## config.mk

```make
export PLATFORM = sky130hd
export DESIGN_NAME = sar_seq_ctrl_flat
export DESIGN_NICKNAME = d
export VERILOG_FILES = /design/src/rtl/sar_seq_ctrl_if.sv /design/src/rtl/sar_seq_ctrl.sv /design/src/flat_wrapper.sv
export SDC_FILE = /design/constraint.sdc
export NUM_CORES = 1
export LEC_CHECK = 0
export CORE_AREA = 2 2 61 63
export CTS_CLUSTER_DIAMETER = 120
export DETAILED_ROUTE_END_ITERATION = 10
export DIE_AREA = 0 0 63 65
export PLACE_DENSITY = 0.77
export RECOVER_POWER = 50
export REMOVE_ABC_BUFFERS = 1
export SLEW_MARGIN = 0
export SYNTH_ARGS = -nofsm -noshare
export SYNTH_HDL_FRONTEND = slang
export SYNTH_SLANG_ARGS = --single-unit
```

## constraint.sdc

```tcl
create_clock -name clk -period 4 [get_ports clk]
set_input_delay 1.2 -clock clk [delete_from_list [all_inputs] [get_ports clk]]
set_output_delay 1.2 -clock clk [all_outputs]
set_load 0.02 [all_outputs]
```

## src/rtl/sar_seq_ctrl_if.sv

```systemverilog
// rtl/sar_seq_ctrl_if.sv - host and analog-macro signal bundle for the SAR conversion sequencer
interface sar_seq_ctrl_if;
    logic       start;
    logic       cont;
    logic       abort;
    logic       comp_out;
    logic       rs;
    logic       sample;
    logic       comp_en;
    logic       d1, d2, d3, d4, d5, d6;
    logic       d1b, d2b, d3b, d4b, d5b, d6b;
    logic [5:0] result;
    logic       busy;
    logic       done;
    logic       overrun;

    modport master (
        output start, cont, abort, comp_out,
        input  rs, sample, comp_en,
        input  d1, d2, d3, d4, d5, d6,
        input  d1b, d2b, d3b, d4b, d5b, d6b,
        input  result, busy, done, overrun
    );

    modport slave (
        input  start, cont, abort, comp_out,
        output rs, sample, comp_en,
        output d1, d2, d3, d4, d5, d6,
        output d1b, d2b, d3b, d4b, d5b, d6b,
        output result, busy, done, overrun
    );
endinterface

```

## src/rtl/sar_seq_ctrl.sv

```systemverilog
// rtl/sar_seq_ctrl.sv - binary-search sequencer driving a 6-bit SAR ADC comparator and capacitive DAC
module sar_seq_ctrl #(
    parameter int SAMPLE_CYCLES = 2,
    parameter int SETTLE_CYCLES = 1
) (
    input  logic           clk,
    input  logic           rst_n,
    sar_seq_ctrl_if.slave  bus
);
    typedef enum logic [2:0] {
        S_IDLE, S_RST, S_SAMP, S_SETTLE, S_COMP, S_DONE
    } state_t;

    state_t     state_q, state_d;
    logic [3:0] cnt_q, cnt_d;
    logic [2:0] k_q, k_d;
    logic [5:0] code_q, code_d;
    logic [5:0] code_b_q, code_b_d;
    logic [5:0] result_q, result_d;
    logic       rs_q, rs_d;
    logic       sample_q, sample_d;
    logic       comp_en_q, comp_en_d;
    logic       busy_q, busy_d;
    logic       done_q, done_d;
    logic       overrun_q, overrun_d;
    logic [5:0] bit_mask;

    assign bit_mask = 6'b100000 >> k_q;

    // Outputs are computed from the next state so every strobe lines up with the state it belongs to.
    always_comb begin
        state_d   = state_q;
        cnt_d     = cnt_q;
        k_d       = k_q;
        code_d    = code_q;
        result_d  = result_q;
        rs_d      = 1'b0;
        sample_d  = 1'b0;
        comp_en_d = 1'b0;
        done_d    = 1'b0;
        overrun_d = bus.start && (state_q != S_IDLE);

        unique case (state_q)
            S_IDLE: begin
                if (bus.start) begin
                    state_d = S_RST;
                    rs_d    = 1'b1;
                    code_d  = 6'b000000;
                end
            end
            S_RST: begin
                state_d  = S_SAMP;
                sample_d = 1'b1;
                cnt_d    = 4'(SAMPLE_CYCLES - 1);
                code_d   = 6'b000000;
            end
            S_SAMP: begin
                if (cnt_q != 4'd0) begin
                    cnt_d    = cnt_q - 4'd1;
                    sample_d = 1'b1;
                end else begin
                    state_d = S_SETTLE;
                    k_d     = 3'd0;
                    code_d  = 6'b100000;
                    cnt_d   = 4'(SETTLE_CYCLES - 1);
                end
            end
            S_SETTLE: begin
                if (cnt_q != 4'd0) begin
                    cnt_d = cnt_q - 4'd1;
                end else begin
                    state_d   = S_COMP;
                    comp_en_d = 1'b1;
                end
            end
            S_COMP: begin
                code_d = bus.comp_out ? code_q : (code_q & ~bit_mask);
                if (k_q != 3'd5) begin
                    code_d  = code_d | (bit_mask >> 1);
                    k_d     = k_q + 3'd1;
                    cnt_d   = 4'(SETTLE_CYCLES - 1);
                    state_d = S_SETTLE;
                end else begin
                    result_d = code_d;
                    done_d   = 1'b1;
                    state_d  = S_DONE;
                end
            end
            S_DONE: begin
                code_d = 6'b000000;
                if (bus.cont) begin
                    state_d = S_RST;
                    rs_d    = 1'b1;
                end else begin
                    state_d = S_IDLE;
                end
            end
            default: begin
                state_d = S_IDLE;
                code_d  = 6'b000000;
            end
        endcase

        // Abort wins over cont and start; the last good result is kept.
        if (bus.abort && (state_q != S_IDLE)) begin
            state_d   = S_IDLE;
            code_d    = 6'b000000;
            result_d  = result_q;
            rs_d      = 1'b0;
            sample_d  = 1'b0;
            comp_en_d = 1'b0;
            done_d    = 1'b0;
        end

        busy_d   = (state_d != S_IDLE);
        code_b_d = ~code_d;
    end

    always_ff @(posedge clk or negedge rst_n) begin
        if (!rst_n) begin
            state_q   <= S_IDLE;
            cnt_q     <= 4'd0;
            k_q       <= 3'd0;
            code_q    <= 6'b000000;
            code_b_q  <= 6'b111111;
            result_q  <= 6'b000000;
            rs_q      <= 1'b0;
            sample_q  <= 1'b0;
            comp_en_q <= 1'b0;
            busy_q    <= 1'b0;
            done_q    <= 1'b0;
            overrun_q <= 1'b0;
        end else begin
            state_q   <= state_d;
            cnt_q     <= cnt_d;
            k_q       <= k_d;
            code_q    <= code_d;
            code_b_q  <= code_b_d;
            result_q  <= result_d;
            rs_q      <= rs_d;
            sample_q  <= sample_d;
            comp_en_q <= comp_en_d;
            busy_q    <= busy_d;
            done_q    <= done_d;
            overrun_q <= overrun_d;
        end
    end

    assign bus.rs      = rs_q;
    assign bus.sample  = sample_q;
    assign bus.comp_en = comp_en_q;
    assign bus.d1      = code_q[5];
    assign bus.d2      = code_q[4];
    assign bus.d3      = code_q[3];
    assign bus.d4      = code_q[2];
    assign bus.d5      = code_q[1];
    assign bus.d6      = code_q[0];
    assign bus.d1b     = code_b_q[5];
    assign bus.d2b     = code_b_q[4];
    assign bus.d3b     = code_b_q[3];
    assign bus.d4b     = code_b_q[2];
    assign bus.d5b     = code_b_q[1];
    assign bus.d6b     = code_b_q[0];
    assign bus.result  = result_q;
    assign bus.busy    = busy_q;
    assign bus.done    = done_q;
    assign bus.overrun = overrun_q;
endmodule
```

## src/flat_wrapper.sv

```systemverilog
// flat-port wrapper written by rule: the top's interface ports become plain ports
module sar_seq_ctrl_flat 
#(
    parameter int SAMPLE_CYCLES = 2,
    parameter int SETTLE_CYCLES = 1
)
  (clk, rst_n, bus_start, bus_cont, bus_abort, bus_comp_out, bus_rs, bus_sample, bus_comp_en, bus_d1, bus_d2, bus_d3, bus_d4, bus_d5, bus_d6, bus_d1b, bus_d2b, bus_d3b, bus_d4b, bus_d5b, bus_d6b, bus_result, bus_busy, bus_done, bus_overrun);
  sar_seq_ctrl_if bus_i ();
  input  logic clk;
  input  logic rst_n;
  input wire logic [$bits(bus_i.start)-1:0] bus_start;
  input wire logic [$bits(bus_i.cont)-1:0] bus_cont;
  input wire logic [$bits(bus_i.abort)-1:0] bus_abort;
  input wire logic [$bits(bus_i.comp_out)-1:0] bus_comp_out;
  output wire logic [$bits(bus_i.rs)-1:0] bus_rs;
  output wire logic [$bits(bus_i.sample)-1:0] bus_sample;
  output wire logic [$bits(bus_i.comp_en)-1:0] bus_comp_en;
  output wire logic [$bits(bus_i.d1)-1:0] bus_d1;
  output wire logic [$bits(bus_i.d2)-1:0] bus_d2;
  output wire logic [$bits(bus_i.d3)-1:0] bus_d3;
  output wire logic [$bits(bus_i.d4)-1:0] bus_d4;
  output wire logic [$bits(bus_i.d5)-1:0] bus_d5;
  output wire logic [$bits(bus_i.d6)-1:0] bus_d6;
  output wire logic [$bits(bus_i.d1b)-1:0] bus_d1b;
  output wire logic [$bits(bus_i.d2b)-1:0] bus_d2b;
  output wire logic [$bits(bus_i.d3b)-1:0] bus_d3b;
  output wire logic [$bits(bus_i.d4b)-1:0] bus_d4b;
  output wire logic [$bits(bus_i.d5b)-1:0] bus_d5b;
  output wire logic [$bits(bus_i.d6b)-1:0] bus_d6b;
  output wire logic [$bits(bus_i.result)-1:0] bus_result;
  output wire logic [$bits(bus_i.busy)-1:0] bus_busy;
  output wire logic [$bits(bus_i.done)-1:0] bus_done;
  output wire logic [$bits(bus_i.overrun)-1:0] bus_overrun;
  assign bus_i.start = bus_start;
  assign bus_i.cont = bus_cont;
  assign bus_i.abort = bus_abort;
  assign bus_i.comp_out = bus_comp_out;
  assign bus_rs = bus_i.rs;
  assign bus_sample = bus_i.sample;
  assign bus_comp_en = bus_i.comp_en;
  assign bus_d1 = bus_i.d1;
  assign bus_d2 = bus_i.d2;
  assign bus_d3 = bus_i.d3;
  assign bus_d4 = bus_i.d4;
  assign bus_d5 = bus_i.d5;
  assign bus_d6 = bus_i.d6;
  assign bus_d1b = bus_i.d1b;
  assign bus_d2b = bus_i.d2b;
  assign bus_d3b = bus_i.d3b;
  assign bus_d4b = bus_i.d4b;
  assign bus_d5b = bus_i.d5b;
  assign bus_d6b = bus_i.d6b;
  assign bus_result = bus_i.result;
  assign bus_busy = bus_i.busy;
  assign bus_done = bus_i.done;
  assign bus_overrun = bus_i.overrun;
  sar_seq_ctrl #(.SAMPLE_CYCLES(SAMPLE_CYCLES), .SETTLE_CYCLES(SETTLE_CYCLES)) u_core (.clk(clk), .rst_n(rst_n), .bus(bus_i));
endmodule
```

==> results.yml, run 1 <==
place:
  placed_cell_area_sq_um: 2020
  portBuffers: 29
  hpwl_microns: 2580
  placed_cells: 235
  gp_congestion: 0.836
routing:
  drtPass1Iterations: 4
  route.detailed.drc: 0
  drtIter0Drc: 57
  via_count: 1338
  vias_per_cell: 5.51
  drt-total-wl_microns: 3540
  wl_per_cell_microns: 14.6
  ant_nets: 0
synthesis:
  async_flop_share_pct: 100
  dominantRegCellSynth: "dfrtp_1"
  yosys.area.top_type_share_pct: 41.0
  yosys_warnings: 0
  synth_edf_count: 0
  ys_ff_latch: 34
  ys_seq_area_share_pct: 50.2
  synth_top_area_cell: "dfrtp_1"
  synth_area_leaders: "dfrtp_1 (41%), dfstp_2 (9.2%), ha_1 (5.1%)"
  synth_cells: 165
  syn_area_per_cell_sq_um: 10.4
  ys_types: 44
  synthMostInstantiatedCell: "dfrtp_1"
  syn_area_sq_um: 1710
  synthTopCellsByCount: "dfrtp_1 (28), o21ai_0 (13), a21oi_1 (11), nand2_1 (10), inv_1 (9)"
power:
  power_leakage_nw: 0.874
  power.density_nw_per_um2: 490
  vdd_ir_drop_max_mv: 0.273
floorplan:
  die_w_microns: 63
  rows: 22
  fp.dieH_microns: 65
  io_pins: 30
  start_util_pct: 48.9
  dieArea_sq_um: 4100
  core-area_sq_um: 3500
sta:
  max_freq_ghz: 0.341
  hold_ws_ps: 516
  post-route-min-period_ps: 2930
  final_hold_viol_count: 0
  rsz0062_at_grt: "false"
  finalSetupViolCount: 0
  skew_ps: 8.86
  fin_tns_setup_ps: 0
  min_period_over_period_pct: 73.2
  slew_headroom_pct: -21.2
  worstMarginPinSlew_ps: 1820
  slew_violations: 35
setup_path:
  crit_path_max_incr_delay_ps: 1300
  critPathMaxFanout: 34
  path_buf_inv: 2
  cp-end-kind: "asynchronous set/reset pin"
  required_ps: 4110
  crit_type: "in -> async"
  cpMaxStageDelayCell: "clkbuf_1"
  path_delay_family: "buffers and inverters"
  path_cells: "dlygate4sd3_1 -> clkbuf_1"
  critPathLaunchType: "input pin"
  cp.arrival_ps: 3040
global_routing:
  grt_max_degree: 35
  grt_pass1_vias: 1295
  grt_pass1_wl_microns: 6020
  antenna_found_initial: 0
  grtUsageTotal_pct: 19.0
  grt_overflow_total: 0
cts:
  hold_buffers: 0
  cts_buffers: 5
  cts_tree: "done"
  clkTransAtPathRegs_ps: 100
  cts_buffer_depth: 2
  htree_levels: 2
  clk_latency_ps: 330
  clockRootBuffer: "clkbuf_4"
  clkSinkCount: 34
  postCtsSetupRepairBufs: 0
  cts_resized: 0
flow_run:
  cap_viol_max_count: 1
final_layout:
  final_area_sq_um: 2080
  fin_cells: 243
  syn_to_final_growth_pct: 21.7
  drive_above_1_share_pct: 11.3
  n_antenna_cell: 0
  final_nets: 207
  utilization_pct: 59.5
run_status:
  status: "finished, violations left"
  violations: "capacitance limit, slew limit"
worst_hold_path:
  hold_path_class: "reg -> reg"
[per-layer routing]
layer  GRT usage [%]  up-vias  routed length [microns]
met2            32.0       41                     1840
li1                -      641                        -
met3            5.38        7                      150
met5               0        -                        0
met4            5.83        0                       68
met1            23.6      649                     1480
[state kept, by name, indices dropped and copies added (netlist names), 3 cells and up]
signal,count
u_core.bus.result,6
u_core.cnt_q,4
u_core.code_b_q,6
u_core.code_q,6
u_core.k_q,3
u_core.state_q,3
[where the power goes]
part	switching [mW]	internal, mW	total, mW
clock	0.111	0.0851	0.196
sequential	0.0725	0.394	0.466
combinational	0.199	0.158	0.358
[cells by family after synthesis]
kind of cell | Yosys count | synth area share (%)
xor+xnor | 1 | 0.512
flops | 34 | 50.2
compound gates | 49 | 18.1
simple gates | 50 | 17.3
fa+ha+maj | 7 | 5.12
mux | 6 | 3.80
buf+inv | 18 | 4.97
[per-stage QoR]
| stage | total power [mW] | worst slack (ps) |
|---|---|---|
| final | 1.02 | 1070 |
| after global routing | 1.09 | 744 |
| after CTS | 1.02 | 1310 |
| after detailed placement | 0.827 | 1240 |
| after global placement | 0.802 | 1270 |
| after floorplan | 0.695 | 1850 |
[layout make-up]
class                           count  area (sq um)
Clock buffer                        7          55.1
Clock inverter                      1          5.00
Fill cell                         302          1420
Inverter                            9          33.8
Multi-Input combinational cell    113           767
Sequential cell                    34           858
Tap cell                           48          60.1
Timing Repair Buffer               31           302
[final timing paths]
check                           cells after the start  slack (ps)                from              endpoint
worst max-delay path                                2        1070               rst_n  u_core.bus.result[1]
worst min-delay path                                1         520     u_core.cnt_q[1]       u_core.cnt_q[1]
worst max register to register                      3        1890   u_core.state_q[0]  u_core.bus.result[2]
worst min register to register                      1         520     u_core.cnt_q[1]       u_core.cnt_q[1]
max in group clk                                    1        1330  u_core.code_b_q[3]               bus_d3b
min in group asynchronous                           2        1890               rst_n         u_core.bus.rs
[cell usage in the layout, fill, tap and decap left out, types with 2 or more instances in the layout]
cell	n
dfstp_2	6
mux2_2	4
nand3_1	3
o21ai_0	13
nand3b_1	2
nand2_1	10
a31oi_1	3
ha_1	7
inv_1	9
a21oi_1	11
nor3b_1	4
clkbuf_1	2
mux2i_1	2
dfrtp_1	28
dlygate4sd3_1	3
o211ai_1	3
clkbuf_4	5
and2_1	2
nor3_1	4
nand2b_1	3
nor2b_1	7
a21boi_0	3
a21o_1	5
clkdlybuf4s50_1	26
nor2_1	8
No activity file was read; power rests on OpenSTA's default activity.
==> run 2, diff against run 1 <==
--- a/config.mk
+++ b/config.mk
@@ -5,11 +5,11 @@
 export SDC_FILE = /design/constraint.sdc
 export NUM_CORES = 1
 export LEC_CHECK = 0
-export CORE_AREA = 2 2 61 63
+export CORE_AREA = 2 2 64 66
 export CTS_CLUSTER_DIAMETER = 120
 export DETAILED_ROUTE_END_ITERATION = 10
-export DIE_AREA = 0 0 63 65
-export PLACE_DENSITY = 0.77
+export DIE_AREA = 0 0 66 68
+export PLACE_DENSITY = 0.74
 export RECOVER_POWER = 50
 export REMOVE_ABC_BUFFERS = 1
 export SLEW_MARGIN = 0
==> constraint.sdc (replaced) <==
create_clock -name clk -period 2.6 [get_ports clk]
set_input_delay 0.78 -clock clk [delete_from_list [all_inputs] [get_ports clk]]
set_output_delay 0.78 -clock clk [all_outputs]
set_load 0.02 [all_outputs]
==> run 2 against run 1 <==
  * The run now ends clean
  * Combinational power increased by 62%
  * Flip-flop and latch count unchanged
  * Count of clock-buffer cells in the layout unchanged
  * Critical path type is now in -> reg
  * Largest cell class unchanged
  * Largest power group unchanged
  * Highest routed layer unchanged
==> results.yml, run 2 (synthesized netlist as in run 1, its figures left out) <==
floorplan:
  dieArea_sq_um: 4490
  die_w_microns: 66
  core-area_sq_um: 3860
  rows: 23
  start_util_pct: 44.4
  io_pins: 30
  fp.dieH_microns: 68
cts:
  postCtsSetupRepairBufs: 0
  clkTransAtPathRegs_ps: 70
  hold_buffers: 0
  cts_buffers: 5
  cts_buffer_depth: 2
  clkSinkCount: 34
  htree_levels: 2
  clockRootBuffer: "clkbuf_8"
  cts_tree: "done"
  cts_resized: 0
  clk_latency_ps: 280
setup_path:
  required_ps: 2810
  crit_path_max_incr_delay_ps: 580
  cp-end-kind: "flop"
  critPathLaunchType: "input pin"
  crit_type: "in -> reg"
  path_cells: "dlygate4sd3_1 -> or4_1 -> o21ai_1 -> o2bb2ai_1 -> nor2b_1"
  cpMaxStageDelayCell: "dlygate4sd3_1"
  critPathMaxFanout: 5
  cp.arrival_ps: 2430
global_routing:
  grt_overflow_total: 0
  grtUsageTotal_pct: 17.5
  grt_pass1_vias: 1264
  antenna_found_initial: 0
  grt_pass1_wl_microns: 5830
  grt_max_degree: 35
final_layout:
  final_nets: 210
  seqCellArea_sq_um: 858
  drive_above_1_share_pct: 12.6
  layout_common_cells: "dfrtp_1 (28), clkdlybuf4s50_1 (26), o21ai_0 (13)"
  final_area_sq_um: 2130
  syn_to_final_growth_pct: 24.8
  n_antenna_cell: 0
  final_common_cell: "dfrtp_1"
  multi_input_area_sq_um: 767
  nFillCells: 370
sta:
  min_period_over_period_pct: 85.2
  slew_violations: 0
  finalSetupViolCount: 0
  final_hold_viol_count: 0
  worstMarginPinSlew_ps: 832
  post-route-min-period_ps: 2210
  skew_ps: 7.01
  rsz0062_at_grt: "false"
  fin_tns_setup_ps: 0
  max_freq_ghz: 0.452
  slew_headroom_pct: 44.6
routing:
  drtIter0Drc: 79
  vias_per_cell: 5.35
  ant_nets: 0
  route.detailed.drc: 0
  drt-total-wl_microns: 3570
  via_count: 1327
  wl_per_cell_microns: 14.4
  drtPass1Iterations: 4
worst_hold_path:
  hold_path_class: "reg -> reg"
power:
  power.density_nw_per_um2: 780
  vdd_ir_drop_max_mv: 0.431
  power_leakage_nw: 0.901
place:
  gp_congestion: 0.846
  hpwl_microns: 2600
  placed_cell_area_sq_um: 2050
  portBuffers: 29
run_status:
  status: "finished clean"
flow_run:
  cap_viol_max_count: 0
[run 2: cell count changes in the layout (fill, tap and decap cells not counted), sizes merged]
cell / change
buf: +2
clkbuf: +1
[run 2: power breakdown]
group	internal, mW	switching (mW)	total (mW)
sequential	0.607	0.0862	0.694
clock	0.213	0.178	0.391
combinational	0.247	0.334	0.580
total	1.07	0.598	1.66
[run 2: metrics by stage]
step	hold WS, ps	util [%]	power (mW)	setup WS, ps	std cells
6_report	503	55.4	1.66	385	248
5_1_grt	516	55.4	1.77	263	248
3_5_place_dp	490	53.1	1.29	211	240
3_3_place_gp	488	53.1	1.26	282	240
4_1_cts	507	55.5	1.69	406	248
2_1_floorplan	473	-	1.07	757	156
[run 2: path summary, 6_finish.rpt]
path / start / endpoint / slack, ps / depth (start not counted)
min in group asynchronous: rst_n / u_core.bus.done / 1140 / 2
max in group asynchronous: rst_n / u_core.state_q[0] / 940 / 2
setup reg to reg: u_core.state_q[0] / u_core.code_q[1] / 400 / 5
hold / removal: u_core.cnt_q[1] / u_core.cnt_q[1] / 500 / 1
setup / recovery: bus_start / u_core.code_q[1] / 390 / 5
hold reg to reg: u_core.cnt_q[1] / u_core.cnt_q[1] / 500 / 1
[run 2: area by class of cell]
class,count,area share [%]
clock buffers,7,4.04
clock inverters,1,0.234
inverters,9,1.58
multi-input cells,113,35.9
flip-flops and latches,34,40.2
well taps,50,2.93
repair buffers,34,15.1
[run 2: layer usage]
layer	share of wire, %	GRT usage, %	up-vias	routed length, microns
met5	0	0	-	0
met4	1.5	5.36	0	53
met3	4.7	5.43	6	169
met2	53	30.8	35	1870
met1	41	20.7	642	1470
li1	-	-	644	-
[run 2: worst max-delay path, delay by kind of cell]
kind / cells / cell delay, ps
and+or+nand+nor: 2 / 600
AOI/OAI and AO/OA: 2 / 460
buffers and inverters: 1 / 580
==> run 3, diff against run 2 <==
--- a/config.mk
+++ b/config.mk
@@ -6,12 +6,12 @@
 export NUM_CORES = 1
 export LEC_CHECK = 0
 export CORE_AREA = 2 2 64 66
-export CTS_CLUSTER_DIAMETER = 120
+export CTS_CLUSTER_DIAMETER = 60
 export DETAILED_ROUTE_END_ITERATION = 10
 export DIE_AREA = 0 0 66 68
+export HOLD_SLACK_MARGIN = 0.02
 export PLACE_DENSITY = 0.74
 export RECOVER_POWER = 50
-export REMOVE_ABC_BUFFERS = 1
 export SLEW_MARGIN = 0
 export SYNTH_ARGS = -nofsm -noshare
 export SYNTH_HDL_FRONTEND = slang
==> run 3 against run 2 <==
  * Combinational power is 0.9% lower
  * Die area did not move
  * Hold slack better by 10 ps
  * Non-clock buffer count decreased by 2
  * Final cell count shrank 0.81%
  * Utilization fell by 0.52 points
  * Largest power group unchanged
==> results.yml, run 3 (synthesized netlist as in run 1, its figures left out) <==
final_layout:
  n_antenna_cell: 0
  final_nets: 208
  multi_input_area_sq_um: 767
  drive_above_1_share_pct: 12.2
  final_common_cell: "dfrtp_1"
  seqCellArea_sq_um: 858
  syn_to_final_growth_pct: 23.6
  nFillCells: 346
  layout_common_cells: "dfrtp_1 (28), clkdlybuf4s50_1 (26), o21ai_0 (13)"
cts:
  postCtsSetupRepairBufs: 0
  htree_levels: 2
  cts_buffers: 5
  cts_tree: "done"
  clockRootBuffer: "clkbuf_8"
  hold_buffers: 0
  cts_resized: 0
  clkSinkCount: 34
  cts_buffer_depth: 2
  clk_latency_ps: 290
  clkTransAtPathRegs_ps: 70
routing:
  drtIter0Drc: 46
  vias_per_cell: 5.32
  via_count: 1309
  route.detailed.drc: 0
  ant_nets: 0
  wl_per_cell_microns: 13.7
  drtPass1Iterations: 4
  drt-total-wl_microns: 3370
setup_path:
  critPathLaunchType: "flop"
  cp-end-kind: "output pin"
  required_ps: 1820
  cpMaxStageDelayCell: "clkdlybuf4s50_1"
  path_delay_family: "buffers and inverters"
  cp.arrival_ps: 1410
  crit_type: "reg -> out"
  path_buf_inv: 1
  critPathMaxFanout: 1
  path_cells: "clkdlybuf4s50_1"
  crit_path_max_incr_delay_ps: 600
power:
  power.density_nw_per_um2: 774
  power_frac_comb_pct: 35.1
  p_sw_share_pct: 36.4
  power_leakage_nw: 0.891
  vdd_ir_drop_max_mv: 0.353
  p_clk_share_pct: 22.6
  p_total_mw: 1.64
  pwr-share-seq_pct: 42.3
  p_switching_mw: 0.596
  intPower_mw: 1.04
sta:
  finalSetupViolCount: 0
  final_hold_viol_count: 0
  skew_ps: 7.89
  min_period_over_period_pct: 84.1
  slew_violations: 0
  slew_headroom_pct: 46.2
  fin_tns_setup_ps: 0
  post-route-min-period_ps: 2190
  max_freq_ghz: 0.457
  worstMarginPinSlew_ps: 808
  rsz0062_at_grt: "false"
global_routing:
  antenna_found_initial: 0
  grtUsageTotal_pct: 17.0
  grt_pass1_vias: 1311
  grt_max_degree: 35
  grt_overflow_total: 0
  grt_pass1_wl_microns: 5710
worst_hold_path:
  hold_path_class: "reg -> reg"
place:
  hpwl_microns: 2460
  portBuffers: 29
  gp_congestion: 0.798
floorplan:
  rows: 23
  die_w_microns: 66
  core-area_sq_um: 3860
  dieArea_sq_um: 4490
  io_pins: 30
  start_util_pct: 44.4
  fp.dieH_microns: 68
flow_run:
  cap_viol_max_count: 0
synthesis:
  synth_fp_nets: 178
run_status:
  status: "finished clean"
-- run 3: cell count changes in the layout (fill, tap and decap cells not counted) --
cell      delta
buf_4        -1
clkbuf_1     -1
clkbuf_8     -1
clkinv_2     +1
-- run 3: worst paths after layout --
check / startpoint / to / slack, ps / cells after the start
max: u_core.code_b_q[2] / bus_d4b / 410 / 1
min: u_core.bus.result[2] / u_core.bus.result[2] / 510 / 1
max reg2reg: u_core.state_q[0] / u_core.bus.result[4] / 460 / 3
min reg2reg: u_core.bus.result[2] / u_core.bus.result[2] / 510 / 1
max in group asynchronous: rst_n / u_core.bus.sample / 970 / 2
min in group asynchronous: rst_n / u_core.cnt_q[0] / 1110 / 2
-- run 3: final cells by class --
class / count / share of cell area (%)
Tap cell: 50 / 2.96
Timing Repair Buffer: 32 / 14.7
Sequential cell: 34 / 40.6
Clock buffer: 6 / 3.43
Inverter: 9 / 1.60
Multi-Input combinational cell: 113 / 36.3
Clock inverter: 2 / 0.473
-- run 3: per-stage QoR --
stage                     cell area, sq um  utilization (%)  cells  hold slack [ps]  setup slack [ps]
final                                 2110             54.8    246              513               414
after global routing                  2110             54.8    246              546               341
after CTS                             2120             54.9    246              514               399
after detailed placement              2030             52.8    238              500               237
after global placement                2030             52.8    238              488               244
after floorplan                       1710                -    165              473               829
-- run 3: power groups by stage --
stage                     registers (mW)  logic [mW]  clock network, mW
after CTS                          0.691       0.577              0.382
after floorplan                    0.696       0.405                  0
after global placement             0.693       0.546                  0
after global routing               0.705       0.637              0.400
final                              0.692       0.575              0.369
after detailed placement           0.701       0.573                  0
-- run 3: per-layer routing --
| layer | global-route usage (%) | vias to the layer above | part of all wire, % |
|---|---|---|---|
| met4 | 8.93 | 0 | 2.6 |
| met3 | 4.77 | 8 | 3.6 |
| li1 | - | 641 | - |
| met1 | 19.7 | 634 | 44 |
| met5 | 0 | - | 0 |
| met2 | 29.0 | 26 | 49 |
==> RTL edit 1: new RTL, config.mk and constraints of run 3 <==
Reset style: synchronous (`rst_n`), changed in one clocked block.
--- a/src/rtl/sar_seq_ctrl.sv
+++ b/src/rtl/sar_seq_ctrl.sv
@@ -116,7 +116,7 @@
         code_b_d = ~code_d;
     end
 
-    always_ff @(posedge clk or negedge rst_n) begin
+    always_ff @(posedge clk) begin
         if (!rst_n) begin
             state_q   <= S_IDLE;
             cnt_q     <= 4'd0;
Behaviour: differs if rst_n is asserted again (counterexample within 4 cycles, from zero or initial values and one cycle with rst_n low); with rst_n held inactive, the same outputs for 10 cycles.
==> RTL edit 1 against run 3 <==
  * Setup slack improved by 13 ps
  * Routed wire length up 5.5%
  * Via count increased by 6.8%
  * Critical path type is now in -> reg
  * Design area shrank 0.71%
  * Synthesized area fell by 4.0%
  * Highest routed layer unchanged
  * Fmax up 0.58%
  * Final cell count is 8.5% higher
  * Sequential cell count did not move
  * Die area unchanged
  * Worst hold slack lost 36 ps
Power is not compared: it rests on default switching activity, and its combinational part moved more than twofold at a synthesized area within 25%.
==> RTL edit 1: results (changes against run 3) <==
status=finished clean (unchanged); Mean Syn Cell Area=8.832 um^2 (was 10.37 um^2); multi-input logic portion of the cell area=41.00% (was 36.27%); Fin Clk Skew=8.680 ps (was 7.890 ps); register area share after synthesis=41.43% (was 50.18%); vias in the first global route=1368 (was 1311); mux cell area share after synthesis=3.656% (was 3.804%); routability cong.=0.8591 (was 0.7980); main combinational cell family by area after synthesis=simple AND/OR/NAND/NOR gates (was compound AO/OA/AOI/OAI gates); met2 WL=1742 um (was 1665 um); asr flop ratio synth=0% (was 100.0%); DP HPWL=2538 um (was 2456 um); Synth cell types=41 (was 44); WL met3=180 um (was 120 um); ClkCell Share=6.555% (was 3.905%); Post-DP Area=1976 um^2 (was 2034 um^2); wire length of the first global-routing pass=6210 um (was 5706 um); setup slack at placement=293.5 ps (was 236.8 ps); post-synthesis xor/xnor area fraction=0% (was 0.5121%); Synth Area in Adders=5.331% (was 5.121%); sequential share of cell area=32.42% (was 40.59%); Non-Clock Buffer Area Fraction=14.54% (was 14.67%); CP Data Arrival Time=2350 ps (was 1410 ps); starting DRC count in detailed routing=101 (was 46); top cells by count, synth=34 x dfxtp_1, 14 x inv_1, 12 x nand2_1, 12 x nor2b_1 (was 28 x dfrtp_1, 13 x o21ai_0, 11 x a21oi_1); number of non-clock inverters=14 (was 9); Synth Area in Compound Gates=16.76% (was 18.14%); DP Cell Count=259 (was 238)
-- RTL edit 1: routing by layer --
| layer | GRT usage, % | up-vias |
|---|---|---|
| li1 | - | 710 |
| met1 | 21.42 | 645 |
| met2 | 32.32 | 36 |
| met3 | 5.099 | 7 |
| met4 | 7.653 | 0 |
| met5 | 0 | - |
-- RTL edit 1: worst max-delay path, delay by kind of cell --
kind / cells / cell delay, ps
AND/OR/NAND/NOR: 2 / 700
multiplexers: 1 / 260
buffers and inverters: 1 / 610
-- RTL edit 1: final timing paths --
kind	slack, ps	to	depth (start not counted)	start
max	430	u_core.bus.result[5]	4	bus_abort
min	480	u_core.cnt_q[1]	2	u_core.cnt_q[1]
max reg2reg	480	u_core.bus.result[5]	4	u_core.state_q[2]
min reg2reg	480	u_core.cnt_q[1]	2	u_core.cnt_q[1]
-- RTL edit 1: cell families after synthesis --
family	count (synthesis)
AOI/OAI and AO/OA	41
adders and majority gates	7
buffers and inverters	23
DFF	34
muxes	6
and+or+nand+nor	75
==> RTL edit 2: new RTL, config.mk and constraints of run 3 <==
Without the edit above. The 6 states of `state_t` get a one-hot encoding in 6 bits.
--- a/src/rtl/sar_seq_ctrl.sv
+++ b/src/rtl/sar_seq_ctrl.sv
@@ -7,8 +7,8 @@
     input  logic           rst_n,
     sar_seq_ctrl_if.slave  bus
 );
-    typedef enum logic [2:0] {
-        S_IDLE, S_RST, S_SAMP, S_SETTLE, S_COMP, S_DONE
+    typedef enum logic [5:0] {
+        S_IDLE = 6'b000001, S_RST = 6'b000010, S_SAMP = 6'b000100, S_SETTLE = 6'b001000, S_COMP = 6'b010000, S_DONE = 6'b100000
     } state_t;
 
     state_t     state_q, state_d;
Function: same outputs for any inputs over 10 cycles, from zero or initial values and one cycle with rst_n low; not proved beyond that.
==> RTL edit 2 against run 3 <==
  * Synthesized area is 16% higher
  * Die area stayed put
  * Setup slack worse by 23 ps
  * Design area is 13% higher
  * Register-to-register slack worse by 20 ps
  * Total power is 14% higher
  * Sequential cell count is 3 higher
  * Routed wire length is 26% higher
  * Critical path type is now in -> reg
==> RTL edit 2: results (changes against run 3) <==
status=finished clean (unchanged); htree depth=2 (unchanged); Post-DP Area=2307 um^2 (was 2034 um^2); Tot Pwr=1868 uW (was 1636 uW); All-Layer GR Usage=21.75% (was 17.03%); Num CTS Buffers=5 (unchanged); HP Start=u_core.bus.result[0] (was u_core.bus.result[2]); asr flop ratio synth=100.0% (unchanged); DRC viols=0 (unchanged); starting DRC count in detailed routing=74 (was 46); CTS max path bufs=2 (unchanged); register area share after synthesis=47.19% (was 50.18%); CP max FO=10 (was 1); maximum vdd drop=0.6075 mV (was 0.3531 mV); clock insertion delay at the later pin of the skew report=290 ps (about the same); post-CTS setup buffer count=0 (unchanged); via-per-instance ratio=5.801 (was 5.321); Setup Crit Path Kind=in -> reg (was reg -> out); # fillers=338 (was 346); HP Class=reg -> reg (unchanged); relative slew slack=41.38% (was 46.15%); top cells by count, synth=30 x dfrtp_1, 13 x o21ai_0, 12 x nand2_1 (was 28 x dfrtp_1, 13 x o21ai_0, 11 x a21oi_1); Comb power=729 uW (was 575 uW); clock transition at the registers of the reported paths=80 ps; NumNets Final=239 (was 208); Hold WS=484.5 ps (was 513.3 ps); initial antenna violation count=0 (unchanged); Reg-to-Reg End=u_core.k_q[1] (was u_core.bus.result[4]); DP HPWL=3103 um (was 2456 um); Pre-antenna DRT Iters=5 (was 4); Hold Path End=u_core.bus.result[0] (was u_core.bus.result[2]); sequential power=746 uW (was 692 uW); worst r2r src=u_core.state_q[2] (was u_core.state_q[0]); wire length of the first global-routing pass=7348 um (was 5706 um); yosys warns=0 (unchanged); Register-to-Register Path Depth=4 (was 3); Leakage Power=0.001036 uW (was 0.0008908 uW); routability cong.=0.8466 (was 0.7980); n_diodes=0 (unchanged); largest net degree at the start of global routing=38 (was 35); Hold Crit Depth=2 (was 1); largest cells by area after synthesis=dfrtp_1 38%, dfstp_2 9.3%, ha_1 4.4% (was dfrtp_1 41%, dfstp_2 9.2%, ha_1 5.1%); CP Data Arrival Time=2390 ps (was 1410 ps); layout cells sized above 1=11.01% (was 12.24%); reg-to-reg slack, setup=440 ps (was 460 ps); switching pwr=727.4 uW (was 595.5 uW); detailed-route wire length=4253 um (was 3371 um); Fin Clk Skew=4.599 ps (was 7.890 ps); Syn Nets=210 (was 178); CTS root buffer=clkbuf_8 (unchanged); port bufs=29 (unchanged); EDFF count, synth=0 (unchanged); Post-CTS Resized=0 (unchanged); Most used DFF post-synth=dfrtp_1 (unchanged); Synth cell types=48 (was 44); vias in the first global route=1602 (was 1311)
[RTL edit 2: worst max path at each step]
stage	startpoint	endpoint	slack, ps	cells past startpoint
2_1_floorplan	u_core.state_q[1]	u_core.code_b_q[0]	860	5
3_3_place_gp	bus_abort	u_core.bus.sample	420	5
3_5_place_dp	bus_abort	u_core.state_q[2]	320	5
4_1_cts	u_core.code_b_q[0]	bus_d6b	400	1
5_1_grt	u_core.state_q[2]	u_core.k_q[2]	250	4
6_report	bus_abort	u_core.bus.result[4]	390	5
[RTL edit 2: cell families after synthesis]
family          Yosys count  share of synthesized area [%]
fa+ha+maj                 8                          4.927
mux                       4                          2.274
compound gates           65                          21.54
buf+inv                  21                          4.548
simple gates             60                          18.63
xor+xnor                  2                         0.8846
flops                    37                          47.19
[RTL edit 2: stage by stage]
step                      instances  worst slack (ps)
final                           277             391.0
after global routing            277             246.6
after CTS                       277             404.8
after detailed placement        269             321.3
after global placement          269             415.4
after floorplan                 197             860.0
[RTL edit 2: per-layer routing]
metal  track usage, %  vias to the layer above  wire length [um]
met4            6.888                        0                56
met2            37.50                       38              2124
li1                 -                      771                 -
met3            5.428                        6               233
met1            27.07                      792              1838
met5                0                        -                 0
[RTL edit 2: final cells by class]
class	count	area (um^2)	area share, %
multi-input cells	139	949.7	39.88
inverters	11	41.29	1.734
clock buffers	5	68.82	2.890
repair buffers	32	306.5	12.87
flip-flops and latches	37	934.6	39.25
well taps	50	62.56	2.627
clock inverters	3	17.52	0.7357
[RTL edit 2: critical path, cell delays in order]
cell and delay (ps):
dlygate4sd3_1 610, nor3_1 80, nand3_1 110, clkbuf_1 400, mux2_2 400
